## config.mk

```make
export PLATFORM = sky130hd
export DESIGN_NAME = hangman_round_ctrl
export DESIGN_NICKNAME = d
export VERILOG_FILES = /design/src/rtl/hangman_round_ctrl.sv
export SDC_FILE = /design/constraint.sdc
export NUM_CORES = 1
export LEC_CHECK = 0
export BUFFER_PORTS_ARGS = -buffer_cell sky130_fd_sc_hd__buf_4
export CORE_MARGIN = 5
export CORE_UTILIZATION = 61
export CTS_CLUSTER_DIAMETER = 100
export DETAILED_ROUTE_END_ITERATION = 12
export PLACE_DENSITY = 0.82
export SYNTH_ARGS = -nofsm -noshare
export SYNTH_HDL_FRONTEND = slang
export SYNTH_SLANG_ARGS = --single-unit
```

## constraint.sdc

```tcl
create_clock -name clk -period 4.7 [get_ports clk]
set_input_delay 0.94 -clock clk [delete_from_list [all_inputs] [get_ports clk]]
set_output_delay 0.94 -clock clk [all_outputs]
set_load 0.01 [all_outputs]
```

## src/rtl/hangman_round_ctrl.sv

```systemverilog
// Hangman round sequencer: word ROM, guess scoring, reveal mask, wrong count and feedback pulses.
// Optional macro HANGMAN_FIRST_LETTER_EN pre-reveals position 1 at the start of every round.
module hangman_round_ctrl #(
   parameter int MAX_WRONG = 4,
   parameter int FB_CYCLES = 25000000
) (
   input  logic       clk,
   input  logic       resetn,
   input  logic       start,
   input  logic       submit,
   input  logic [5:0] guess,
   output logic [5:0] letter_display1,
   output logic [5:0] letter_display2,
   output logic [5:0] letter_display3,
   output logic [5:0] letter_display4,
   output logic [2:0] wrong_guesses,
   output logic       valid,
   output logic       invalid,
   output logic [1:0] game_status
);

   localparam int FBW = $clog2(FB_CYCLES + 1);
   localparam logic [FBW-1:0] FB_LOAD = FBW'(FB_CYCLES);
   localparam logic [FBW-1:0] FB_ONE  = FBW'(1);
   localparam logic [2:0]     MAX_W   = 3'(MAX_WRONG);
`ifdef HANGMAN_FIRST_LETTER_EN
   localparam logic [3:0]     LOAD_MASK = 4'b0001;
`else
   localparam logic [3:0]     LOAD_MASK = 4'b0000;
`endif

   typedef enum logic [2:0] {
      S_IDLE     = 3'd0,
      S_LOAD     = 3'd1,
      S_WAIT     = 3'd2,
      S_EVAL     = 3'd3,
      S_FEEDBACK = 3'd4,
      S_WIN      = 3'd5,
      S_LOSE     = 3'd6
   } state_t;

   // Word ROM; position 1 is the most significant code of each word.
   function automatic logic [5:0] rom_code(input logic [2:0] idx, input logic [1:0] pos);
      logic [23:0] w;
      case (idx)
         3'd0:    w = {6'h1C, 6'h1D, 6'h0A, 6'h22};
         3'd1:    w = {6'h0D, 6'h0A, 6'h1B, 6'h17};
         3'd2:    w = {6'h15, 6'h0E, 6'h0A, 6'h0F};
         3'd3:    w = {6'h11, 6'h0E, 6'h0A, 6'h0D};
         3'd4:    w = {6'h15, 6'h12, 6'h0F, 6'h0E};
         default: w = 24'd0;
      endcase
      case (pos)
         2'd0:    rom_code = w[23:18];
         2'd1:    rom_code = w[17:12];
         2'd2:    rom_code = w[11:6];
         default: rom_code = w[5:0];
      endcase
   endfunction

   state_t          state_q, state_d;
   logic [2:0]      rnd_q, rnd_d, word_q, word_d, wrong_q, wrong_d;
   logic [2:0]      start_sync_q, start_sync_d, submit_sync_q, submit_sync_d;
   logic [5:0]      guess_q, guess_d;
   logic [3:0]      mask_q, mask_d;
   logic [FBW-1:0]  fb_cnt_q, fb_cnt_d;
   logic            valid_q, valid_d, invalid_q, invalid_d;
   logic [1:0]      status_q, status_d;
   logic [3:0][5:0] disp_q, disp_d, code_s;
   logic [3:0]      match_s, hit_s;
   logic            start_edge_s, submit_edge_s, legal_s;

   assign start_edge_s  = start_sync_q[1] & ~start_sync_q[2];
   assign submit_edge_s = submit_sync_q[1] & ~submit_sync_q[2];
   assign legal_s       = (guess_q >= 6'h0A) && (guess_q <= 6'h22);

   always_comb begin
      for (int i = 0; i < 4; i++) begin
         code_s[i]  = rom_code(word_q, 2'(i));
         hit_s[i]   = (code_s[i] == guess_q);
         match_s[i] = hit_s[i] & ~mask_q[i];
      end
   end

   always_comb begin
      state_d       = state_q;
      rnd_d         = (rnd_q == 3'd4) ? 3'd0 : rnd_q + 3'd1;
      start_sync_d  = {start_sync_q[1:0], start};
      submit_sync_d = {submit_sync_q[1:0], submit};
      word_d        = word_q;
      guess_d       = guess_q;
      mask_d        = mask_q;
      wrong_d       = wrong_q;
      fb_cnt_d      = fb_cnt_q;
      valid_d       = valid_q;
      invalid_d     = invalid_q;
      disp_d        = disp_q;
      status_d      = 2'd0;

      // Feedback timeout runs in every state so WIN/LOSE pulses also expire.
      if (fb_cnt_q != '0) begin
         fb_cnt_d = fb_cnt_q - FB_ONE;
         if (fb_cnt_q == FB_ONE) begin
            valid_d   = 1'b0;
            invalid_d = 1'b0;
         end else begin
            valid_d   = valid_q;
         end
      end else begin
         fb_cnt_d = fb_cnt_q;
      end

      case (state_q)
         S_IDLE, S_WIN, S_LOSE: begin
            if (start_edge_s) begin
               word_d  = rnd_q;
               state_d = S_LOAD;
            end else begin
               state_d = state_q;
            end
         end
         S_LOAD: begin
            mask_d  = LOAD_MASK;
            wrong_d = 3'd0;
            state_d = S_WAIT;
         end
         S_WAIT: begin
            if (submit_edge_s) begin
               guess_d = guess;
               state_d = S_EVAL;
            end else begin
               state_d = S_WAIT;
            end
         end
         S_EVAL: begin
            fb_cnt_d  = FB_LOAD;
            valid_d   = 1'b0;
            invalid_d = 1'b0;
            if (match_s != 4'b0000) begin
               mask_d  = mask_q | match_s;
               valid_d = 1'b1;
            end else if (legal_s && (hit_s == 4'b0000) && (wrong_q < MAX_W)) begin
               wrong_d   = wrong_q + 3'd1;
               invalid_d = 1'b1;
            end else begin
               mask_d = mask_q;
            end
            if (mask_d == 4'b1111) begin
               state_d = S_WIN;
            end else if (wrong_d == MAX_W) begin
               state_d = S_LOSE;
            end else begin
               state_d = S_FEEDBACK;
            end
         end
         S_FEEDBACK: begin
            if (fb_cnt_q <= FB_ONE) begin
               state_d = S_WAIT;
            end else begin
               state_d = S_FEEDBACK;
            end
         end
         default: state_d = S_IDLE;
      endcase

      // Displays and status follow the next state so every output is a flop.
      for (int i = 0; i < 4; i++) begin
         if ((state_d == S_WIN) || (state_d == S_LOSE)) begin
            disp_d[i] = rom_code(word_d, 2'(i));
         end else if ((state_d == S_LOAD) || !mask_d[i]) begin
            disp_d[i] = 6'h00;
         end else begin
            disp_d[i] = rom_code(word_d, 2'(i));
         end
      end
      if (state_d == S_LOSE) begin
         status_d = 2'd1;
      end else if (state_d == S_WIN) begin
         status_d = 2'd2;
      end else begin
         status_d = 2'd0;
      end
   end

   // State and output registers; resetn is active high despite its name.
   always_ff @(posedge clk or posedge resetn) begin
      if (resetn) begin
         state_q       <= S_IDLE;
         rnd_q         <= 3'd0;
         start_sync_q  <= 3'd0;
         submit_sync_q <= 3'd0;
         word_q        <= 3'd0;
         guess_q       <= 6'h00;
         mask_q        <= 4'b0000;
         wrong_q       <= 3'd0;
         fb_cnt_q      <= '0;
         valid_q       <= 1'b0;
         invalid_q     <= 1'b0;
         status_q      <= 2'd0;
         disp_q        <= '0;
      end else begin
         state_q       <= state_d;
         rnd_q         <= rnd_d;
         start_sync_q  <= start_sync_d;
         submit_sync_q <= submit_sync_d;
         word_q        <= word_d;
         guess_q       <= guess_d;
         mask_q        <= mask_d;
         wrong_q       <= wrong_d;
         fb_cnt_q      <= fb_cnt_d;
         valid_q       <= valid_d;
         invalid_q     <= invalid_d;
         status_q      <= status_d;
         disp_q        <= disp_d;
      end
   end

   assign letter_display1 = disp_q[0];
   assign letter_display2 = disp_q[1];
   assign letter_display3 = disp_q[2];
   assign letter_display4 = disp_q[3];
   assign wrong_guesses   = wrong_q;
   assign valid           = valid_q;
   assign invalid         = invalid_q;
   assign game_status     = status_q;

endmodule
```

Yosys cells after proc, flatten, opt, wreduce, memory -nomap -nowiden
Cells that the tools add are included.

storage, ports and cells
  word-level logic and storage cells = 122
  flip-flop bits (word level) = 81
  input bits = 10

cells by class
  multiplexer cells = 37
  equality and inequality tests = 25
  order comparisons = 4
  add/sub/neg operators = 3
  bitwise gates (word level) = 13
  reductions and logical operators = 24

operator list
  kind                   number
  $pmux 23 s5            2
  $mux 25                2
  $mux 6                 8
  $eq 3x3->1 const B     9
  $eq 25x1->1 const B    1
  $le 25x1->1 const B    1
  $reduce_bool 25->1     1
  $sub 25x1->25 const B  1
  $eq 6x6->1             4
  $mux 3                 8
  $eq 3x2->1 const B     6
  $pmux 3 s5             1
  $eq 3x1->1 const B     4
  $logic_not 3->1        3
  $mux 1                 8
  $mux 2                 4
  $mux 4                 2
  $pmux 4 s2             1
  $add 3x1->3 const B    2
  $and 1x1->1            6
  $ge 6x4->1 const B     1
  $le 6x6->1 const B     1
  $not 1->1              6
  $pmux 3 s2             1
  11 further kinds       23

Logic depth before layout (Yosys ltp)
Gate-level depths: netlist of the first run.

  depth in word-level cells = 17
  mapped depth = 11

Worst setup path after synthesis of the first run
No wires, ideal clock.

  path kind = reg2reg
  start = register word_q[1]
  end = register disp_q (netlist bit letter_display4[0])
  period minus slack after synthesis = 2585 ps
  required time = 4563 ps
  cell stages (with the launch flop) = 11
  arrival time = 2448 ps
  slack = 2115 ps
  path buffers = 2
  path through = dfrtp_1 buf_4 buf_4 o21a_1 nor4_2 o311ai_4 nand2b_1 o2111ai_1 o211ai_2 mux2i_1 a21oi_1

RTL lines
  item                      RTL line  text
  start: declaration        62        logic [2:0] rnd_q, rnd_d, word_q, word_d, wrong_q, wrong_d;
  start signal: assignment  206       word_q <= word_d;
  end signal: assignment    214       disp_q <= disp_d;
  end: declaration          69        logic [3:0][5:0] disp_q, disp_d, code_s;

==> metrics.csv, run 1 <==
stage;metric;value;unit
clock_tree;clock-pin slew on the worst setup and hold paths;0.09;ns
logic_synthesis;cell with the most instances after synthesis;dfrtp_1;
logic_synthesis;simple-gate share of the synthesized area;20.7;%
finish;layout cells sized above 1;17.1;%
clock_tree;post_cts resized;0;
detailed_routing;via count;3255;
setup_path;Setup crit end kind;flip-flop;
floorplan;starting density of the core;63.4;%
grt;largest net degree at the start of global routing;47;
power_and_ir_drop;internal power;1.76;mW
power_and_ir_drop;Leakage;2.02;nW
detailed_routing;DR vias/cell;6.10;
logic_synthesis;share of flip-flops with an asynchronous set or reset;100;%
logic_synthesis;largest cells by area after synthesis;dfrtp_1, nor2_1, a21oi_1, nand2_1, xnor2_1;
grt;first-pass GRT wire length;14500;µm
hold_path;type of the most critical hold path;flip-flop to flip-flop;
logic_synthesis;register area share after synthesis;46.4;%
finish;fin util;70.9;%
setup_path;worst-path cell chain;nor3b_1 -> a31oi_1 -> o221a_2 -> nor4_2 -> nor3_1 -> o221a_4 -> nor3_4 -> a21oi_1;
timing;final hold vios;0;
logic_synthesis;Yosys top cell by area;dfrtp_1;
clock_tree;Max H-tree Level;3;
placement;I/O Buffers;36;
finish;NumNets Final;467;
timing;Final Max Slew Viols;0;
floorplan;I/O pin total;41;
logic_synthesis;xor/xnor share of the synthesized area;5.04;%
clock_tree;CTS Hold Bufs;0;
setup_path;critical path required time;4.90;ns
logic_synthesis;prevailing post-synth register cell;dfrtp_1;
timing;Slew HR;38.6;%
logic_synthesis;Synth cell types;64;
floorplan;die height;91.9;µm
logic_synthesis;Synth Register Bits;76;
grt;vias in the first global route;3105;
timing;Final Cycle Share;71.4;%
power_and_ir_drop;clock power share;18.5;%
timing;worst setup margin;1.34;ns
run_status;status;completed;
placement;Placed Area;4350;µm²
logic_synthesis;Ys Warns;0;
placement;Post-Place Cells;518;
finish;Filler cells;475;
clock_tree;Clock Path Buffers;2;
power_and_ir_drop;post-layout power;3.12;mW
placement;HPWL Detailed;6160;µm
logic_synthesis;Synth Area in Compound Gates;17.9;%
setup_path;WP buf/inv;0;
power_and_ir_drop;VDD IR max;0.388;mV
finish;area growth from synthesis to layout;11.7;%
timing;setup_tns;0;ns
setup_path;Crit path largest cell delay;0.79;ns
power_and_ir_drop;switching share of power;43.5;%
clock_tree;Num CTS Buffers;9;
grt;initial antenna violation count;0;
logic_synthesis;Mapped Area;4100;µm²
power_and_ir_drop;sequential power share;38.3;%
setup_path;arrival time worst endpoint;3.56;ns
floorplan;core area;6460;µm²
floorplan;FP Rows;29;
clock_tree;clk sinks;76;
floorplan;die width;91.9;µm
logic_synthesis;post-synthesis cell count;424;
finish;fin cells;534;
timing;Final min period;3.36;ns
power_and_ir_drop;Power Density;681;nW/µm²
logic_synthesis;post-synth top area share;46.4;%
clock_tree;CTS tree;built;
detailed_routing;DRT antenna net count;0;
logic_synthesis;adder-cell area share of the yosys netlist;1.53;%
timing;RSZ-0062 raised after global routing;no;
detailed_routing;DR pass1 iterations;5;
clock_tree;clock root buffer;clkbuf_8;
timing;worst hold slack;0.358;ns
logic_synthesis;synth cell count leaders;dfrtp_1, nor2_1, nand2_1, a21oi_1, o21ai_0;
setup_path;CP Class;flip-flop to flip-flop;
logic_synthesis;Syn Area/Cell;9.66;µm²
run;max_cap viols;0;
setup_path;Startpoint Class;flip-flop;
detailed_routing;DR WL/cell;16.5;µm
detailed_routing;drt drc;0;
finish;n_diodes;0;
timing;Worst-Margin Slew;0.895;ns
power_and_ir_drop;Comb pwr share;43.2;%
timing;Final setup viols;0;
grt;grt total ovfl;0;
clock_tree;postcts setup bufs;0;
timing;Layout Skew;0.0114;ns
finish;Final Cell Area;4580;µm²
clock_tree;Clock Latency Late Sink;0.35;ns
setup_path;worst-path fanout max;21;
logic_synthesis;multiplexer share of the synthesized area;3.36;%
detailed_routing;final WL;8830;µm
power_and_ir_drop;switching pwr;1.36;mW
setup_path;crit path max-delay cell type;dfrtp_1;
logic_synthesis;Post-synth EDFFs;0;
detailed_routing;Initial DRC Count;194;
placement;placer congestion estimate;0.905;
placement;pre-CTS WS;1.40;ns
timing;FMAX;298;MHz
grt;GR Util All Layers;21.4;%
floorplan;Die ar.;8450;µm²
logic_synthesis;largest family of logic cells by synthesized area;simple AND/OR/NAND/NOR gates;
setup_path;CP delay by family, top;simple AND/OR/NAND/NOR gates;
==> power groups by stage <==
stage	Clock (mW)	Sequential, mW	Combinational, mW
2_1_floorplan	0	1.04	1.14
3_3_place_gp	0	1.18	1.28
5_1_grt	0.615	1.24	1.48
6_report	0.577	1.19	1.35
3_5_place_dp	0	1.20	1.33
4_1_cts	0.588	1.18	1.34
==> sequential cells by signal (all words and copies together), names as in the netlist <==
register and cells:
start_sync_q 3, word_q 3, valid 1, letter_display1 4, guess_q 6, letter_display3 4, fb_cnt_q 25, rnd_q 3
invalid 1, state_q 3, mask_q 4, submit_sync_q 3, wrong_guesses 3, letter_display4 6, game_status 2, letter_display2 5
==> logic make-up after synthesis <==
group / count (synthesis)
AOI/OAI and AO/OA: 107
adders and majority gates: 5
muxes: 13
buffers and inverters: 39
other: 1
xor gates and xnor gates: 22
and+or+nand+nor: 161
DFF: 76
==> area by class of cell <==
| cell class | instances | area (µm²) | area share, % |
|---|---|---|---|
| clock inverters | 7 | 106 | 2.32 |
| multi-input cells | 312 | 2000 | 43.8 |
| well taps | 77 | 96.3 | 2.10 |
| clock buffers | 9 | 124 | 2.71 |
| inverters | 14 | 52.6 | 1.15 |
| flip-flops and latches | 76 | 1900 | 41.6 |
| repair buffers | 39 | 293 | 6.40 |
==> worst paths after layout <==
path                                       from                 end  depth (start not counted)  slack, ns
worst max-delay path                  word_q[2]  letter_display3[2]                          8       1.34
worst min-delay path            start_sync_q[0]     start_sync_q[1]                          0       0.36
worst max register to register        word_q[2]  letter_display3[2]                          8       1.34
worst min register to register  start_sync_q[0]     start_sync_q[1]                          0       0.36
max in group asynchronous                resetn           mask_q[2]                          3       2.99
min in group asynchronous                resetn      game_status[1]                          2       0.79
==> per-layer routing <==
metal / track usage [%] / share of wire (%) / wire length, µm
met1: 27.3 / 42 / 3740
met2: 35.0 / 50 / 4430
met3: 4.17 / 5.2 / 455
met4: 10.5 / 2.4 / 209
met5: 0 / 0 / 0
==> placed cells by master, fill, tap and decap left out, types with 9 or more instances in the layout <==
cell,n
a21oi_1,32
buf_4,39
clkbuf_8,9
dfrtp_1,76
inv_1,13
nand2_1,37
nand2b_1,10
nand3_1,9
nor2_1,43
nor3_1,13
o21ai_0,24
xnor2_1,14
Note: power is estimated with default switching activity, not from simulation.
==> run 2: changes to the inputs <==
CORE_UTILIZATION = 59   (was 61)
PLACE_DENSITY = 0.8   (was 0.82)
clock period = 3.36 ns   (was 4.7 ns; I/O delays follow)
==> run 2 against run 1 <==
  * Worst hold slack hardly changed
  * Fmax increased by 9.6%
  * Register-to-register slack worse by 1.0 ns
  * Critical path depth is 1 higher
  * Clock skew is 0.00093 ns higher
  * Final cell count rose by 5.1%
  * Non-clock buffer count is 8 higher
  * Critical endpoint is now letter_display2[2]
==> metrics.csv, run 2 (synthesized netlist as in run 1, its figures left out) <==
stage;metric;value;unit;change
run_status;status;completed;;
detailed_routing;DR WL/cell;15.0;µm;-9.4%
setup_path;Startpoint Class;flip-flop;;
clock_tree;Clock Latency Late Sink;0.35;ns;about the same
placement;HPWL Detailed;5990;µm;-2.9%
hold_path;Hold Crit Depth;0;;unchanged
timing;Layout Skew;0.0124;ns;+0.000931 ns
finish;n_diodes;0;;unchanged
detailed_routing;DR vias/cell;5.76;;-5.6%
timing;Final Max Slew Viols;0;;unchanged
clock_tree;CTS Hold Bufs;0;;unchanged
detailed_routing;Initial DRC Count;161;;-17%
power_and_ir_drop;clock power share;15.2;%;-3.3 points
hold_path;Hold Path Sink;submit_sync_q[1];;
finish;area of the multi-input gates;2000;µm²;unchanged
setup_path;FF-to-FF path depth;9;;+1
setup_path;Worst R2R Start;word_q[1];;
finish;layout cells sized above 1;18.7;%;+1.6 points
power_and_ir_drop;VDD IR max;0.491;mV;+27%
setup_path;Setup crit end kind;flip-flop;;
grt;grt total ovfl;0;;unchanged
timing;Final setup viols;0;;unchanged
clock_tree;Clock Path Buffers;2;;unchanged
hold_path;type of the most critical hold path;flip-flop to flip-flop;;
setup_path;reg2reg end;letter_display2[2];;
power_and_ir_drop;Power Density;915;nW/µm²;+34%
detailed_routing;final WL;8410;µm;-4.8%
grt;vias in the first global route;3088;;-0.55%
power_and_ir_drop;switching pwr;1.86;mW;+37%
timing;worst setup margin;0.298;ns;-1.05 ns
power_and_ir_drop;internal power;2.36;mW;+34%
placement;I/O Buffers;36;;unchanged
finish;Final Cell Area;4610;µm²;+0.79%
power_and_ir_drop;post-layout power;4.22;mW;+35%
setup_path;CP Class;flip-flop to flip-flop;;
floorplan;I/O pin total;41;;unchanged
hold_path;Min-Delay Startpoint;submit_sync_q[0];;
detailed_routing;via count;3229;;-0.80%
timing;Final min period;3.06;ns;-0.294 ns
grt;first-pass GRT wire length;14700;µm;+1.1%
timing;FMAX;327;MHz;+9.6%
clock_tree;clk sinks;76;;unchanged
power_and_ir_drop;Comb pwr share;46.5;%;+3.3 points
clock_tree;Max H-tree Level;3;;unchanged
timing;final hold vios;0;;unchanged
power_and_ir_drop;switching share of power;44.0;%;+0.42 points
finish;most common cell after layout, fill and taps aside;dfrtp_1;;
setup_path;arrival time worst endpoint;3.29;ns;-0.27 ns
placement;pre-CTS WS;0.332;ns;-1.07 ns
floorplan;die height;93.3;µm;+1.5%
setup_path;worst-path fanout max;18;;-14%
placement;Placed Area;4430;µm²;+1.9%
floorplan;core area;6790;µm²;+5.2%
finish;register area;1900;µm²;about the same
finish;max FFs per register;25;;unchanged
finish;NumNets Final;475;;+1.7%
grt;initial antenna violation count;0;;unchanged
detailed_routing;DR pass1 iterations;5;;unchanged
finish;area growth from synthesis to layout;12.6;%;
finish;Filler cells;529;;+11%
floorplan;FP Rows;30;;+3.4%
clock_tree;clock root buffer;clkbuf_8;;
setup_path;critical path required time;3.59;ns;-1.31 ns
placement;placer congestion estimate;0.895;;-1.1%
grt;GR Util All Layers;21.2;%;-0.16 points
clock_tree;clock-pin slew on the worst setup and hold paths;0.08;ns;about the same
power_and_ir_drop;sequential power share;38.3;%;about the same
run;max_cap viols;0;;unchanged
clock_tree;postcts setup bufs;0;;unchanged
timing;Worst-Margin Slew;0.926;ns;+0.0305 ns
detailed_routing;drt drc;0;;unchanged
timing;RSZ-0062 raised after global routing;no;;
timing;Slew HR;38.3;%;-0.33 points
power_and_ir_drop;Leakage;2.02;nW;+0.37%
floorplan;starting density of the core;60.3;%;-3.1 points
clock_tree;CTS tree;built;;
grt;largest net degree at the start of global routing;77;;+64%
finish;Biggest register;fb_cnt_q;;
setup_path;Reg2Reg Setup Slack;0.30;ns;-1.05 ns
detailed_routing;DRT antenna net count;0;;unchanged
clock_tree;Num CTS Buffers;9;;unchanged
timing;setup_tns;0;ns;unchanged
timing;Final Cycle Share;91.1;%;+20 points
floorplan;die width;93.3;µm;+1.5%
finish;commonest cells after routing, fill and taps aside;dfrtp_1, buf_4, nor2_1;;
floorplan;Die ar.;8710;µm²;+3.0%
run 2: cell types whose count changed in the layout (fill, tap and decap cells not counted):
cell        previous run  this run
clkinvlp_4             0         2
dfrtp_2                0         1
dfrtp_1               76        75
clkinv_2               0         1
buf_4                 39        47
clkinv_4               1         0
bufinv_16              2         0
run 2: what timing repair did:
item,CTS,global route
setup endpoints to repair,0,4
resized for setup,0,1
endpoints found under the hold margin,0,0
run 2: worst max path at each step:
stage,start,to,slack [ns],depth (start not counted)
2_1_floorplan,resetn,fb_cnt_q[0],0.75,1
5_1_grt,word_q[1],letter_display2[3],0.03,9
3_5_place_dp,word_q[2],letter_display3[2],0.33,8
4_1_cts,word_q[2],letter_display2[2],0.27,8
3_3_place_gp,word_q[2],letter_display2[0],0.35,8
6_report,word_q[1],letter_display2[2],0.30,9
run 2: cell type report:
type,count,share of cell area (%)
Timing Repair Buffer,47,7.65
Clock buffer,9,2.69
Sequential cell,76,41.3
Inverter,14,1.14
Multi-Input combinational cell,312,43.4
Clock inverter,7,1.25
Tap cell,96,2.60
run 2: per-stage QoR:
step	util, %	hold WS [ns]	std cells
global route	67.9	0.363	561
floorplan	-	0.331	427
CTS	67.9	0.357	561
finish	67.9	0.358	561
global placement	65.2	0.338	545
detailed placement	65.2	0.338	545
run 2: per-layer routing:
metal / vias up / track usage (%) / routed length [µm]
li1: 1573 / - / -
met1: 1562 / 27.9 / 3670
met2: 82 / 34.1 / 4240
met3: 12 / 3.70 / 345
met4: 0 / 10.0 / 155
met5: - / 0 / 0
run 2: critical path: stages, from the launching register on:
cell and delay [ns]:
dfrtp_1 0.57, buf_4 0.26, o21ai_0 0.17, a22oi_1 0.08, or4_1 0.47, nor2_1 0.22, o2111ai_1 0.22, o211ai_2 0.39
mux2i_1 0.45, a21oi_1 0.13
run 2: power by group through the flow:
stage	Combinational [mW]	Sequential (mW)	Clock (mW)
after floorplan	1.60	1.46	0
after global placement	1.91	1.61	0
after detailed placement	1.96	1.62	0
after CTS	1.97	1.61	0.657
after global routing	2.20	1.67	0.693
final	1.96	1.62	0.642
==> run 3: changes to the inputs <==
CTS_BUF_LIST = sky130_fd_sc_hd__clkbuf_16   (was not set)
==> run 3 against run 2 <==
  * Via count is 0.84% higher
  * First-iteration DRC count up 5.6%
  * Register-to-register slack about the same
  * Global-route usage grew 0.13 points
  * Non-clock buffer count unchanged
  * Critical path type unchanged
  * Clock-buffer cell count is the same
  * Setup slack worse by 0.0046 ns
  * Final cell count unchanged
  * Sequential power barely moved
  * Fmax decreased by 0.15%
  * Flip-flop and latch count is the same
  * Largest cell class unchanged
==> metrics.csv, run 3 (synthesized netlist as in run 1, its figures left out) <==
stage;metric;value;unit;change
setup_path;CP Class;flip-flop to flip-flop;;
timing;final hold vios;0;;unchanged
timing;setup_tns;0;ns;unchanged
setup_path;reg2reg end;letter_display2[0];;
grt;vias in the first global route;3117;;+0.94%
power_and_ir_drop;Comb pwr share;44.0;%;-2.5 points
setup_path;Startpoint Class;flip-flop;;
grt;grt total ovfl;0;;unchanged
placement;HPWL Detailed;5990;µm;unchanged
finish;max FFs per register;25;;unchanged
grt;first-pass GRT wire length;14800;µm;+0.47%
power_and_ir_drop;VDD IR max;0.495;mV;+0.78%
finish;commonest cells after routing, fill and taps aside;dfrtp_1, buf_4, nor2_1;;
power_and_ir_drop;Leakage;2.07;nW;+2.3%
run_status;status;completed;;
power_and_ir_drop;clock power share;20.0;%;+4.8 points
floorplan;die height;93.3;µm;unchanged
timing;FMAX;326;MHz;-0.15%
detailed_routing;via count;3256;;+0.84%
finish;layout cells sized above 1;18.9;%;+0.22 points
detailed_routing;DR vias/cell;5.80;;+0.84%
detailed_routing;DR pass1 iterations;6;;+1
setup_path;CP startpoint;word_q[1];;
timing;Final Cycle Share;91.3;%;+0.14 points
timing;Final Max Slew Viols;0;;unchanged
finish;Filler cells;506;;-4.3%
run;max_cap viols;0;;unchanged
finish;fin util;69.4;%;+1.5 points
grt;largest net degree at the start of global routing;77;;unchanged
grt;met1 Usage GRT;27.9;%;about the same
timing;worst hold slack;0.352;ns;-0.00551 ns
finish;n_diodes;0;;unchanged
detailed_routing;Initial DRC Count;170;;+5.6%
finish;Biggest register;fb_cnt_q;;
finish;NumNets Final;475;;unchanged
timing;Final min period;3.07;ns;+0.00461 ns
timing;RSZ-0062 raised after global routing;no;;
floorplan;Die ar.;8710;µm²;unchanged
grt;M3 GR Usage;3.70;%;unchanged
clock_tree;Max H-tree Level;3;;unchanged
setup_path;arrival time worst endpoint;3.28;ns;about the same
detailed_routing;final WL;8520;µm;+1.3%
timing;Layout Skew;0.00794;ns;-0.00443 ns
setup_path;FF-to-FF path depth;9;;unchanged
grt;GR met2 Demand/Resource;34.6;%;+0.54 points
power_and_ir_drop;switching pwr;1.90;mW;+2.3%
clock_tree;CTS tree;built;;
power_and_ir_drop;Power Density;954;nW/µm²;+4.3%
power_and_ir_drop;switching share of power;42.2;%;-1.8 points
setup_path;critical path required time;3.57;ns;-0.02 ns
finish;most common cell after layout, fill and taps aside;dfrtp_1;;
setup_path;Setup crit end kind;flip-flop;;
setup_path;Worst setup endpoint;letter_display2[0];;
timing;Slew HR;38.3;%;+0.059 points
power_and_ir_drop;post-layout power;4.50;mW;+6.6%
power_and_ir_drop;sequential power share;36.0;%;-2.3 points
clock_tree;CTS Hold Bufs;0;;unchanged
setup_path;Worst R2R Start;word_q[1];;
finish;area growth from synthesis to layout;15.2;%;
grt;busiest layer in global routing;met2;;
placement;pre-CTS WS;0.332;ns;unchanged
timing;worst setup margin;0.294;ns;-0.00461 ns
floorplan;starting density of the core;60.3;%;unchanged
clock_tree;clock root buffer;clkbuf_16;;
setup_path;worst-path fanout max;18;;unchanged
clock_tree;Clock Path Buffers;2;;unchanged
detailed_routing;DR WL/cell;15.2;µm;+1.3%
setup_path;Reg2Reg Setup Slack;0.29;ns;about the same
detailed_routing;DRT antenna net count;0;;unchanged
power_and_ir_drop;internal power;2.60;mW;+10%
finish;Final Cell Area;4720;µm²;+2.3%
placement;Post-Place Cells;545;;unchanged
clock_tree;clk sinks;76;;unchanged
placement;I/O Buffers;36;;unchanged
floorplan;die width;93.3;µm;unchanged
finish;fin cells;561;;unchanged
hold_path;type of the most critical hold path;flip-flop to flip-flop;;
clock_tree;Num CTS Buffers;9;;unchanged
placement;placer congestion estimate;0.895;;unchanged
clock_tree;Clock Latency Late Sink;0.33;ns;-0.02 ns
detailed_routing;drt drc;0;;unchanged
clock_tree;clock-pin slew on the worst setup and hold paths;0.06;ns;-0.02 ns
floorplan;FP Rows;30;;unchanged
placement;Placed Area;4430;µm²;unchanged
grt;GR Util All Layers;21.4;%;+0.13 points
timing;Worst-Margin Slew;0.925;ns;-0.000887 ns
timing;Final setup viols;0;;unchanged
floorplan;core area;6790;µm²;unchanged
grt;initial antenna violation count;0;;unchanged
floorplan;I/O pin total;41;;unchanged
==> run 3: cell types whose count changed in the layout (fill, tap and decap cells not counted) <==
cell,delta
clkbuf_16,+9
clkbuf_8,-9
mux2i_1,-1
mux2i_2,+1
==> run 3: critical path, cell delays in order (launching register included) <==
cell and delay [ns]:
dfrtp_1 0.56, buf_4 0.26, o21ai_0 0.17, a22oi_1 0.08, or4_1 0.47, nor2_1 0.22
o2111ai_1 0.22, o211ai_2 0.42, mux2i_1 0.42, a21oi_1 0.12
==> run 3: routing by layer <==
layer	wire length (µm)	share of wire, %	up-vias
met4	158	1.9	0
met1	3750	44	1586
met3	330	3.9	14
met2	4290	50	72
met5	0	0	-
li1	-	-	1584
==> run 3: timing repair <==
action	4_1_cts	5_1_grt
gates resized for setup	0	2
setup endpoints to repair	0	4
buffers inserted	0	0
==> run 3: worst min path at each step <==
stage                                start               end  slack (ns)  cells past startpoint
after global placement    submit_sync_q[0]  submit_sync_q[1]        0.34                      0
final                     submit_sync_q[0]  submit_sync_q[1]        0.35                      0
after CTS                 submit_sync_q[0]  submit_sync_q[1]        0.35                      0
after detailed placement  submit_sync_q[0]  submit_sync_q[1]        0.34                      0
after global routing      submit_sync_q[0]  submit_sync_q[1]        0.36                      0
after floorplan            start_sync_q[0]   start_sync_q[1]        0.33                      0
==> run 3: cell type report <==
cell class / count / area [µm²] / area share (%)
sequential: 76 / 1900 / 40.3
clock inverter: 7 / 57.6 / 1.22
inverter: 14 / 52.6 / 1.11
multi-input combinational: 312 / 2010 / 42.5
clock buffer: 9 / 225 / 4.77
tap: 96 / 120 / 2.55
timing repair buffer: 47 / 353 / 7.48
==> run 3: power groups by stage <==
stage,Combinational (mW),Sequential [mW],Clock [mW]
after floorplan,1.60,1.46,0
after global placement,1.91,1.61,0
after detailed placement,1.96,1.62,0
after CTS,1.98,1.61,0.923
after global routing,2.21,1.67,0.961
final,1.98,1.62,0.902
